[src/rtl/elevator_pkg.sv]
// Shared types and default parameters for the elevator car controller.
package elevator_pkg;

  localparam int NUM_FLOORS_DEF = 4;
  localparam int FLOOR_W_DEF    = 2;
  localparam int CNT_W          = 28;
  localparam int BLANK_CYCLES   = 2;

  localparam logic [CNT_W-1:0] TRAVEL_TICKS_DEF = 28'd50_000_000;
  localparam logic [CNT_W-1:0] DOOR_TICKS_DEF   = 28'd150_000_000;

  typedef enum logic [1:0] {
    ST_IDLE = 2'd0,
    ST_GAP  = 2'd1,
    ST_MOVE = 2'd2,
    ST_DOOR = 2'd3
  } state_t;

endpackage

[src/rtl/elevator_car_fsm_timer_event_qual.sv]
// Qualifies the external counter's finished level into single-cycle events:
// rising edge only, masked for a short blanking window after run rises and after each event.
module timer_event_qual
  import elevator_pkg::*;
(
  input  logic clk,
  input  logic rst,
  input  logic run,
  input  logic finished,
  output logic evt
);

  logic       fin_prev;
  logic [1:0] blank_cnt;

  assign evt = run && finished && !fin_prev && (blank_cnt == 2'd0);

  // Blanking reloads whenever the counter is idle, so it is already armed when run rises.
  always_ff @(posedge clk or posedge rst) begin
    if (rst) begin
      fin_prev  <= 1'b0;
      blank_cnt <= 2'(BLANK_CYCLES);
    end else begin
      fin_prev <= finished;
      if (!run || evt)
        blank_cnt <= 2'(BLANK_CYCLES);
      else if (blank_cnt != 2'd0)
        blank_cnt <= blank_cnt - 2'd1;
    end
  end

endmodule

[src/rtl/elevator_car_fsm.sv]
// Car-motion controller: accepts one target floor at a time, steps the car one floor
// per counter period, then holds the door open for one door period.
module elevator_car_fsm
  import elevator_pkg::*;
#(
  parameter int               NUM_FLOORS   = NUM_FLOORS_DEF,
  parameter int               FLOOR_W      = FLOOR_W_DEF,
  parameter logic [CNT_W-1:0] TRAVEL_TICKS = TRAVEL_TICKS_DEF,
  parameter logic [CNT_W-1:0] DOOR_TICKS   = DOOR_TICKS_DEF
) (
  input  logic               clk,
  input  logic               rst,
  input  logic               req_valid,
  input  logic [FLOOR_W-1:0] req_floor,
  output logic               req_ready,
  output logic               tmr_start,
  output logic [CNT_W-1:0]   tmr_count,
  input  logic               tmr_finished,
  output logic [FLOOR_W-1:0] cur_floor,
  output logic               dir_up,
  output logic               dir_down,
  output logic               door_open,
  output logic               arrived
);

  localparam logic [FLOOR_W:0]   FLOOR_LIMIT = (FLOOR_W+1)'(NUM_FLOORS);
  localparam logic [FLOOR_W-1:0] TOP_FLOOR   = FLOOR_W'(NUM_FLOORS - 1);

  state_t             state, state_nxt;
  logic [FLOOR_W-1:0] target, target_nxt, cur_nxt, step_floor;
  logic [CNT_W-1:0]   count_nxt;
  logic               ready_nxt, start_nxt, up_nxt, down_nxt, door_nxt, arrived_nxt;
  logic               evt, at_limit;

  timer_event_qual u_qual (
    .clk      (clk),
    .rst      (rst),
    .run      (tmr_start),
    .finished (tmr_finished),
    .evt      (evt)
  );

  assign step_floor = dir_up ? cur_floor + FLOOR_W'(1) : cur_floor - FLOOR_W'(1);
  assign at_limit   = !(dir_up || dir_down) || (dir_up && cur_floor == TOP_FLOOR) ||
                      (dir_down && cur_floor == '0);

  always_comb begin
    state_nxt   = state;
    target_nxt  = target;
    cur_nxt     = cur_floor;
    ready_nxt   = 1'b0;
    start_nxt   = tmr_start;
    count_nxt   = tmr_count;
    up_nxt      = dir_up;
    down_nxt    = dir_down;
    door_nxt    = door_open;
    arrived_nxt = 1'b0;
    case (state)
      ST_IDLE: begin
        ready_nxt = 1'b1;
        start_nxt = 1'b0;
        if (req_valid && req_ready && ({1'b0, req_floor} < FLOOR_LIMIT)) begin
          target_nxt = req_floor;
          ready_nxt  = 1'b0;
          state_nxt  = ST_GAP;
          if (req_floor > cur_floor) begin
            up_nxt    = 1'b1;
            count_nxt = TRAVEL_TICKS;
          end else if (req_floor < cur_floor) begin
            down_nxt  = 1'b1;
            count_nxt = TRAVEL_TICKS;
          end else begin
            count_nxt = DOOR_TICKS;
          end
        end
      end
      // A set direction is the only record of whether travel is still pending.
      ST_GAP: begin
        start_nxt = 1'b1;
        if (dir_up || dir_down) begin
          state_nxt = ST_MOVE;
        end else begin
          state_nxt = ST_DOOR;
          door_nxt  = 1'b1;
        end
      end
      ST_MOVE: begin
        if (evt) begin
          if (at_limit || step_floor == target) begin
            arrived_nxt = !at_limit;
            if (!at_limit)
              cur_nxt = step_floor;
            up_nxt    = 1'b0;
            down_nxt  = 1'b0;
            start_nxt = 1'b0;
            count_nxt = DOOR_TICKS;
            state_nxt = ST_GAP;
          end else begin
            cur_nxt = step_floor;
          end
        end
      end
      ST_DOOR: begin
        if (evt) begin
          door_nxt  = 1'b0;
          start_nxt = 1'b0;
          ready_nxt = 1'b1;
          state_nxt = ST_IDLE;
        end
      end
      default: state_nxt = ST_IDLE;
    endcase
  end

  always_ff @(posedge clk or posedge rst) begin
    if (rst) begin
      state     <= ST_IDLE;
      target    <= '0;
      cur_floor <= '0;
      req_ready <= 1'b0;
      tmr_start <= 1'b0;
      tmr_count <= '0;
      dir_up    <= 1'b0;
      dir_down  <= 1'b0;
      door_open <= 1'b0;
      arrived   <= 1'b0;
    end else begin
      state     <= state_nxt;
      target    <= target_nxt;
      cur_floor <= cur_nxt;
      req_ready <= ready_nxt;
      tmr_start <= start_nxt;
      tmr_count <= count_nxt;
      dir_up    <= up_nxt;
      dir_down  <= down_nxt;
      door_open <= door_nxt;
      arrived   <= arrived_nxt;
    end
  end

endmodule

[config.mk]
export PLATFORM = sky130hd
export DESIGN_NAME = elevator_car_fsm
export DESIGN_NICKNAME = d
export VERILOG_FILES = /design/src/rtl/elevator_pkg.sv /design/src/rtl/elevator_car_fsm_timer_event_qual.sv /design/src/rtl/elevator_car_fsm.sv
export SDC_FILE = /design/constraint.sdc
export NUM_CORES = 1
export LEC_CHECK = 0
export CAP_MARGIN = 20
export CORE_MARGIN = 2
export CORE_UTILIZATION = 45
export DETAILED_ROUTE_END_ITERATION = 16
export PLACE_DENSITY = 0.77
export SLEW_MARGIN = 30
export SYNTH_ARGS = -nofsm -noshare
export SYNTH_HDL_FRONTEND = slang
export SYNTH_SLANG_ARGS = --single-unit
[constraint.sdc]
create_clock -name clk -period 4.1 [get_ports clk]
set_input_delay 0.41 -clock clk [delete_from_list [all_inputs] [get_ports clk]]
set_output_delay 0.41 -clock clk [all_outputs]
set_load 0.05 [all_outputs]
# After elaboration in Yosys (flattened, before gate mapping)
# Cells that the tools add are included.
# op_classes
n_eq_ne	14
order_cmp	2
n_addsub	3
n_mux	36
reduce_logical	30
# ops
op	count
2-to-1 mux 28 bit	5
one-hot mux 28 bit (2 select lines)	1
2-to-1 mux 2 bit	9
2-to-1 mux 1 bit	15
!= test 2 bit, second input constant	7
AND reduction 3 bit	3
one-hot mux 1 bit (2 select lines)	4
one-hot mux 2 bit (4 select lines)	1
AND reduction 4 bit	2
nonzero test 2 bit	4
equality test 2 bit, second input constant	3
logical AND 1 bit	6
zero test 2 bit	3
AND reduction 6 bit	1
logical OR 1 bit	5
AND reduction 5 bit	1
zero test 1 bit	4
!= test 2 x 1 -> 1 bit, second input constant	2
one-hot mux 1 bit (4 select lines)	1
subtractor 2 x 1 -> 2 bit, second input constant	2
adder 2 x 1 -> 2 bit, second input constant	1
equality test 2 x 1 -> 1 bit, second input constant	1
equality test 2 bit	1
greater-than comparator 2 bit	1
2 further kinds	2
# totals
wordCells	97
out_inout_bits	36
inputBits	6
register_bits	43

# Logic depth before layout (Yosys ltp)
# Gate-level depths: netlist of run 1.
# depth
depth_word	8
depth_mapped	8
mapped_depth_nobuf	7

# Modules after synthesis
# A second synthesis of run 1 with hierarchy kept.
# unflattened
hier_cells	124
area_unflattened_um2	1228.7
# modules_own_cells
mod	seq_area_each_um2	area_each_um2	instances	cells_per_inst
elevator_car_fsm	375.4	1069.8	1	108
timer_event_qual	76.3	158.9	1	16

# Least setup slack after synthesis of run 1
# OpenSTA, ideal clock, no wires.
# synth_timing
path_kind	register to register
start	reg cur_floor[1]
end	reg dir_up
t_arrival_ns	1.923
synth_period_minus_slack_ns	2.053
required_time_ns	3.969
setup_time_ns	0.131
path_stages_with_launch	9
n_path_buf	1
slack_ns	2.047
cell_sequence	dfrtp_1 -> buf_2 -> inv_1 -> ha_1 -> nor2b_1 -> o21ai_0 -> o21a_1 -> o31ai_1 -> o21ai_1
# synth_between
elab_chain_len	7
elab_cells_between_ends	15
classes_between	2 x add/sub; 1 x order compare; 4 x eq/ne; 1 x mux; 7 x reduce/logical
# synth_rtl
element	line_no	source
start, declared	elevator_car_fsm.sv:19	output logic [FLOOR_W-1:0] cur_floor,
start signal, assigned	elevator_car_fsm.sv:130	cur_floor <= cur_nxt;
parallel branches: the longest is 6 deep, another holds subtractor 2 x 1 -> 2 bit	-	
AND reduction 5 bit (no source line) (*)	-	
end signal, assigned	elevator_car_fsm.sv:134	dir_up <= up_nxt;
end, declared	elevator_car_fsm.sv:20	output logic dir_up,
# Every way passes the cells marked *.
# A chain may end at the register's enable or synchronous reset.

# Worst setup path in the final report of run 1
# layout_timing
start	reg cur_floor[0]
end	out cur_floor[0]
# No word-level cell between the ends.

==> impl_metrics.ini, run 1 <==
[clocking]
post_cts_buffers = 0
path_clk_slew_ns = 0.12
tritoncts.num_buffers = 3
ctsResizeCount = 0
cts_max_level = 1
clock_latency_ns = 0.32
hold_buffers = 0
ctsLongestPathBuffers = 2
cts.root.buffer_cell = clkbuf_4
tritoncts = built
clock-sinks = 18

[placed_design]
hpwlAfterDp_um = 1980
place.gp.congestion = 0.844
port_buffers = 27
place_ws_ns = 1.98
dpl-instance-area_mm2 = 0.00152

[floorplan]
row_count = 20
die-width_um = 59.4
ios = 42
dieHeight_um = 59.4
die-area_mm2 = 0.00353
start_util = 0.464
core-area_mm2 = 0.00298

[logic_synthesis]
yosys_warnings = 0
synth_edf_count = 0
synth-seq-area-share = 0.327
synthArstFlopShare = 1.00
synthDistinctLibCells = 46
syn_avg_cell_area_um2 = 9.27
synthFlopType = dfrtp_1
syn_inst = 149
synth_area_mm2 = 0.00138
synth-seq-cells = 18

[worst_setup_path]
critPathLaunchType = register
slowest_delay_ns = 0.89
path_cells = clkdlybuf4s50_1
worstSetupEndpointType = output port
cp_num_cells = 1
critPathMaxFanout = 14
cp.arrival_ns = 1.85
path_class = register to output port
crit_buf_inv = 1
crit_family = buffers and inverters
crit_required_ns = 3.69
reg2reg_depth = 7
slowest_stage = clkdlybuf4s50_1

[route]
ant_nets = 0
first_pass_iters = 4
wirelength_um = 2610
drc_errors = 0
vias_per_cell = 5.15
dr.first_iter.drc_count = 45
vias = 1009
routedWlPerCell_um = 13.3

[power_and_ir_drop]
p_clk_frac = 0.124
p_total_w = 0.000930
vdd_drop_max_v = 0.000202
p_sw_w = 0.000447
p_int_w = 0.000483
seq_power_share = 0.307
comb_power_share = 0.569
leakagePower_nw = 0.693
power_density_mw_per_mm2 = 598
sw_frac_of_total = 0.480

[grt]
grt_pass1_vias = 912
grt_max_degree = 19
antenna_found_initial = 0
track_usage = 0.165
grt_pass1_wl_um = 4290
overflow = 0

[layout]
drive_above_1_share = 0.0982
area_growth_pct = 12.5
final_area_mm2 = 0.00155
fin_nets = 177
num-fill-cells = 262
n_antenna_cell = 0

[timing]
rsz0062_at_grt = false
fin_crit_ns = 2.26
drv_slew = 0
fmax_ghz = 0.443
hold_violations = 0
tns_ns = 0
clock_skew_ns = 0.0166
fin_ws_ns = 1.84
setup_viol_count_final = 0
relSlewSlack = 0.536
tightest_slew_ns = 0.696
period_share = 0.550

[hold_path]
min_path_type = input port to async pin

[flow_run]
max_cap_viol_count = 0

[outcome]
outcome = completed
## power groups by stage
stage               Clock [W]  Sequential (W)  Combinational [W]
global route         0.000122        0.000295           0.000579
finish               0.000115        0.000286           0.000529
floorplan                   0        0.000329           0.000396
detailed placement          0        0.000289           0.000529
CTS                  0.000118        0.000285           0.000531
global placement            0        0.000283           0.000507
## path summary, 6_finish.rpt
path	start	endpoint	slack (ns)
max	cur_floor[0]$_DFFE_PP0P_	cur_floor[0]	1.84
min	rst	state[1]$_DFFE_PP0P_	0.50
max reg2reg	state[0]$_DFFE_PP0P_	state[1]$_DFFE_PP0P_	2.05
min reg2reg	door_open$_DFFE_PP0P_	door_open$_DFFE_PP0P_	0.55
max in group asynchronous	rst	state[0]$_DFFE_PP0P_	3.15
min in group clk	door_open$_DFFE_PP0P_	door_open$_DFFE_PP0P_	0.55
## state kept, by name, indices dropped and copies added, names as in the netlist
| signal | count |
|---|---|
| tmr_start | 1 |
| target | 2 |
| cur_floor | 2 |
| dir_down | 1 |
| u_qual.fin_prev | 1 |
| u_qual.blank_cnt | 2 |
| state | 2 |
| dir_up | 1 |
| arrived | 1 |
| tmr_count | 3 |
| door_open | 1 |
| req_ready | 1 |
## kinds of logic after synthesis
family	after synthesis	synth area share
AO/OA/AOI/OAI	34	0.179
AND/OR/NAND/NOR	35	0.152
adder cells (fa/ha/maj)	7	0.0634
multiplexers	5	0.0399
flip-flops	18	0.327
XOR/XNOR	6	0.0381
buffers and inverters	43	0.197
other	1	0.00271
## worst reg2reg max path: stages (launching register included)
cell	delay, ns
dfrtp_1	0.42
inv_1	0.12
ha_1	0.28
a21boi_1	0.37
nor3_1	0.09
a22oi_1	0.20
o31ai_2	0.13
mux2_1	0.33
## per-stage QoR
stage	cells	hold WS, ns	util
detailed placement	192	0.522	0.510
global route	196	0.570	0.522
global placement	192	0.515	0.510
CTS	196	0.530	0.522
finish	196	0.496	0.522
floorplan	162	0.348	-
## final cells by class
| type | count | area [um^2] | area share |
|---|---|---|---|
| Inverter | 13 | 48.8 | 0.0314 |
| Multi-Input combinational cell | 101 | 706 | 0.454 |
| Timing Repair Buffer | 27 | 270 | 0.174 |
| Tap cell | 33 | 41.3 | 0.0266 |
| Clock buffer | 4 | 36.3 | 0.0233 |
| Sequential cell | 18 | 452 | 0.291 |
## layout by cell type, fill, tap and decap left out, types with 5 or more instances in the layout
cell and n:
dfrtp_1 17, a21oi_1 7, ha_1 7, inv_1 13
nand2_1 8, o21ai_0 6, nor2_1 7, o21ai_1 5
clkdlybuf4s50_1 27, conb_1 14
## Yosys cell counts (2+ instances only)
cell / n / area (um^2)
xnor2_1: 3 / 26.3
inv_1: 13 / 48.8
dfrtp_1: 17 / 425
buf_6: 2 / 22.5
nand2_1: 8 / 30.0
a21oi_1: 7 / 35.0
o31ai_1: 3 / 22.5
ha_1: 7 / 87.6
nor2_1: 7 / 26.3
mux2_2: 3 / 33.8
buf_4: 25 / 188
nor2_2: 2 / 12.5
nand4b_1: 2 / 17.5
xor2_1: 3 / 26.3
o21ai_1: 5 / 25.0
nand3_1: 3 / 15.0
a2bb2oi_1: 2 / 17.5
buf_2: 2 / 10.0
nor3_1: 3 / 15.0
o21ai_0: 6 / 30.0
## layer usage
metal	share of wire	global-route usage	vias to the layer above	routed length, um
met4	0.030	0.0974	0	78
met2	0.51	0.273	41	1320
met1	0.42	0.207	466	1110
met5	0	0	-	0
li1	-	-	497	-
met3	0.039	0.0131	5	103
Power figures use the tool's default switching activity.
==> run 2, diff against run 1 <==
clock period = 2.2 ns   (was 4.1 ns; I/O delays follow)
==> run 2 against run 1 <==
Hold slack got worse by 0.19 ns. Non-clock buffer count increased by 3. Register-to-register slack got worse by 1.8 ns. Global-route usage decreased by 0.70 points. Total power increased by 86%. Clock skew decreased by 0.0056 ns. Largest power group unchanged. Final area increased by 1.4%. Worst setup slack got worse by 1.7 ns. Critical path depth unchanged. Final cell count increased by 1.5%.
==> impl_metrics.ini, run 2 (same netlist as run 1, synthesis figures left out) <==
[clocking]
path_clk_slew_ns = 0.11
clock_latency_ns = 0.29
tritoncts = built
cts_max_level = 1
post_cts_buffers = 0
tritoncts.num_buffers = 3
ctsResizeCount = 0
hold_buffers = 0
ctsLongestPathBuffers = 2
clock-sinks = 18
cts.root.buffer_cell = clkbuf_4

[timing]
clock_skew_ns = 0.0109
setup_viol_count_final = 0
tightest_slew_ns = 0.676
whs_ns = 0.309
rsz0062_at_grt = false
fin_crit_ns = 2.04
relSlewSlack = 0.549
tns_ns = 0
fin_ws_ns = 0.157
period_share = 0.929
fmax_ghz = 0.489
hold_violations = 0
drv_slew = 0

[power_and_ir_drop]
leakagePower_nw = 0.709
sw_frac_of_total = 0.475
comb_power_share = 0.574
power_density_mw_per_mm2 = 1100
vdd_drop_max_v = 0.000329
p_int_w = 0.000907
p_sw_w = 0.000822
seq_power_share = 0.308
p_clk_frac = 0.118

[worst_setup_path]
cp.arrival_ns = 1.82
slowest_delay_ns = 0.89
crit_buf_inv = 1
reg2reg_slack_ns = 0.20
worstReg2RegEnd = state[1]$_DFFE_PP0P_
crit_required_ns = 1.98
path_class = register to output port
critPathLaunchType = register
path_cells = clkdlybuf4s50_1
rr_startpoint = state[0]$_DFFE_PP0P_
reg2reg_depth = 7
worstSetupEndpointType = output port
slowest_stage = clkdlybuf4s50_1
critPathMaxFanout = 14
crit_family = buffers and inverters

[route]
ant_nets = 0
dr.first_iter.drc_count = 18
routedWlPerCell_um = 12.9
wirelength_um = 2560
vias = 1036
drc_errors = 0
first_pass_iters = 4
vias_per_cell = 5.21

[placed_design]
dpl-instance-area_mm2 = 0.00154
place_ws_ns = 0.225
port_buffers = 27
place.gp.congestion = 0.842
hpwlAfterDp_um = 2010

[layout]
fin_nets = 180
area_growth_pct = 14.1
final_area_mm2 = 0.00158
drive_above_1_share = 0.114
largest_register_ffs = 3
final_cell_mix = clkdlybuf4s50_1 (27), dfrtp_1 (17), conb_1 (14)
top_register = tmr_count
final_common_cell = clkdlybuf4s50_1
n_antenna_cell = 0

[floorplan]
dieHeight_um = 59.4
core-area_mm2 = 0.00298
die-width_um = 59.4
die-area_mm2 = 0.00353
start_util = 0.464
row_count = 20
ios = 42

[grt]
antenna_found_initial = 0
grt_pass1_wl_um = 4250
grt_pass1_vias = 954
track_usage = 0.158
overflow = 0
grt_max_degree = 19

[hold_path]
min_path_type = input port to async pin

[outcome]
outcome = completed

[flow_run]
max_cap_viol_count = 0
run 2: cell types whose count changed in the layout (fill, tap and decap cells not counted):
cell,delta
buf_4,+3
run 2: power by group through the flow:
stage / Sequential [W] / Clock (W) / Combinational [W]
after floorplan: 0.000613 / 0 / 0.000738
after global placement: 0.000527 / 0 / 0.000957
after detailed placement: 0.000539 / 0 / 0.000990
after CTS: 0.000532 / 0.000209 / 0.000993
after global routing: 0.000548 / 0.000228 / 0.00107
final: 0.000532 / 0.000204 / 0.000993
run 2: how the worst max path moves through the flow:
stage                             start              endpoint  slack (ns)  cells past startpoint
2_1_floorplan  cur_floor[1]$_DFFE_PP0P_    dir_up$_DFFE_PP0P_        0.15                      8
3_3_place_gp               tmr_finished  state[1]$_DFFE_PP0P_        0.32                      6
3_5_place_dp       state[0]$_DFFE_PP0P_  state[1]$_DFFE_PP0P_        0.23                      7
4_1_cts        cur_floor[0]$_DFFE_PP0P_          cur_floor[0]        0.16                      1
5_1_grt            state[1]$_DFFE_PP0P_  state[1]$_DFFE_PP0P_        0.08                      7
6_report       cur_floor[0]$_DFFE_PP0P_          cur_floor[0]        0.16                      1
run 2: layout make-up:
cell class,instances,area [um^2]
well taps,33,41.3
repair buffers,30,293
flip-flops and latches,18,452
clock buffers,4,36.3
multi-input cells,101,706
fillers,255,1400
inverters,13,48.8
run 2: per-stage QoR:
stage          power, W   util  cells
4_1_cts         0.00173  0.529    199
2_1_floorplan   0.00135      -    162
5_1_grt         0.00184  0.529    199
3_5_place_dp    0.00153  0.517    195
6_report        0.00173  0.529    199
3_3_place_gp    0.00148  0.517    195
run 2: metal layers:
| layer | vias to the layer above | global-route usage | wire, um | share of wire |
|---|---|---|---|---|
| li1 | 503 | - | - | - |
| met1 | 490 | 0.190 | 1120 | 0.44 |
| met2 | 37 | 0.289 | 1280 | 0.50 |
| met3 | 6 | 0.00873 | 108 | 0.042 |
| met4 | 0 | 0.0617 | 48 | 0.019 |
| met5 | - | 0 | 0 | 0 |
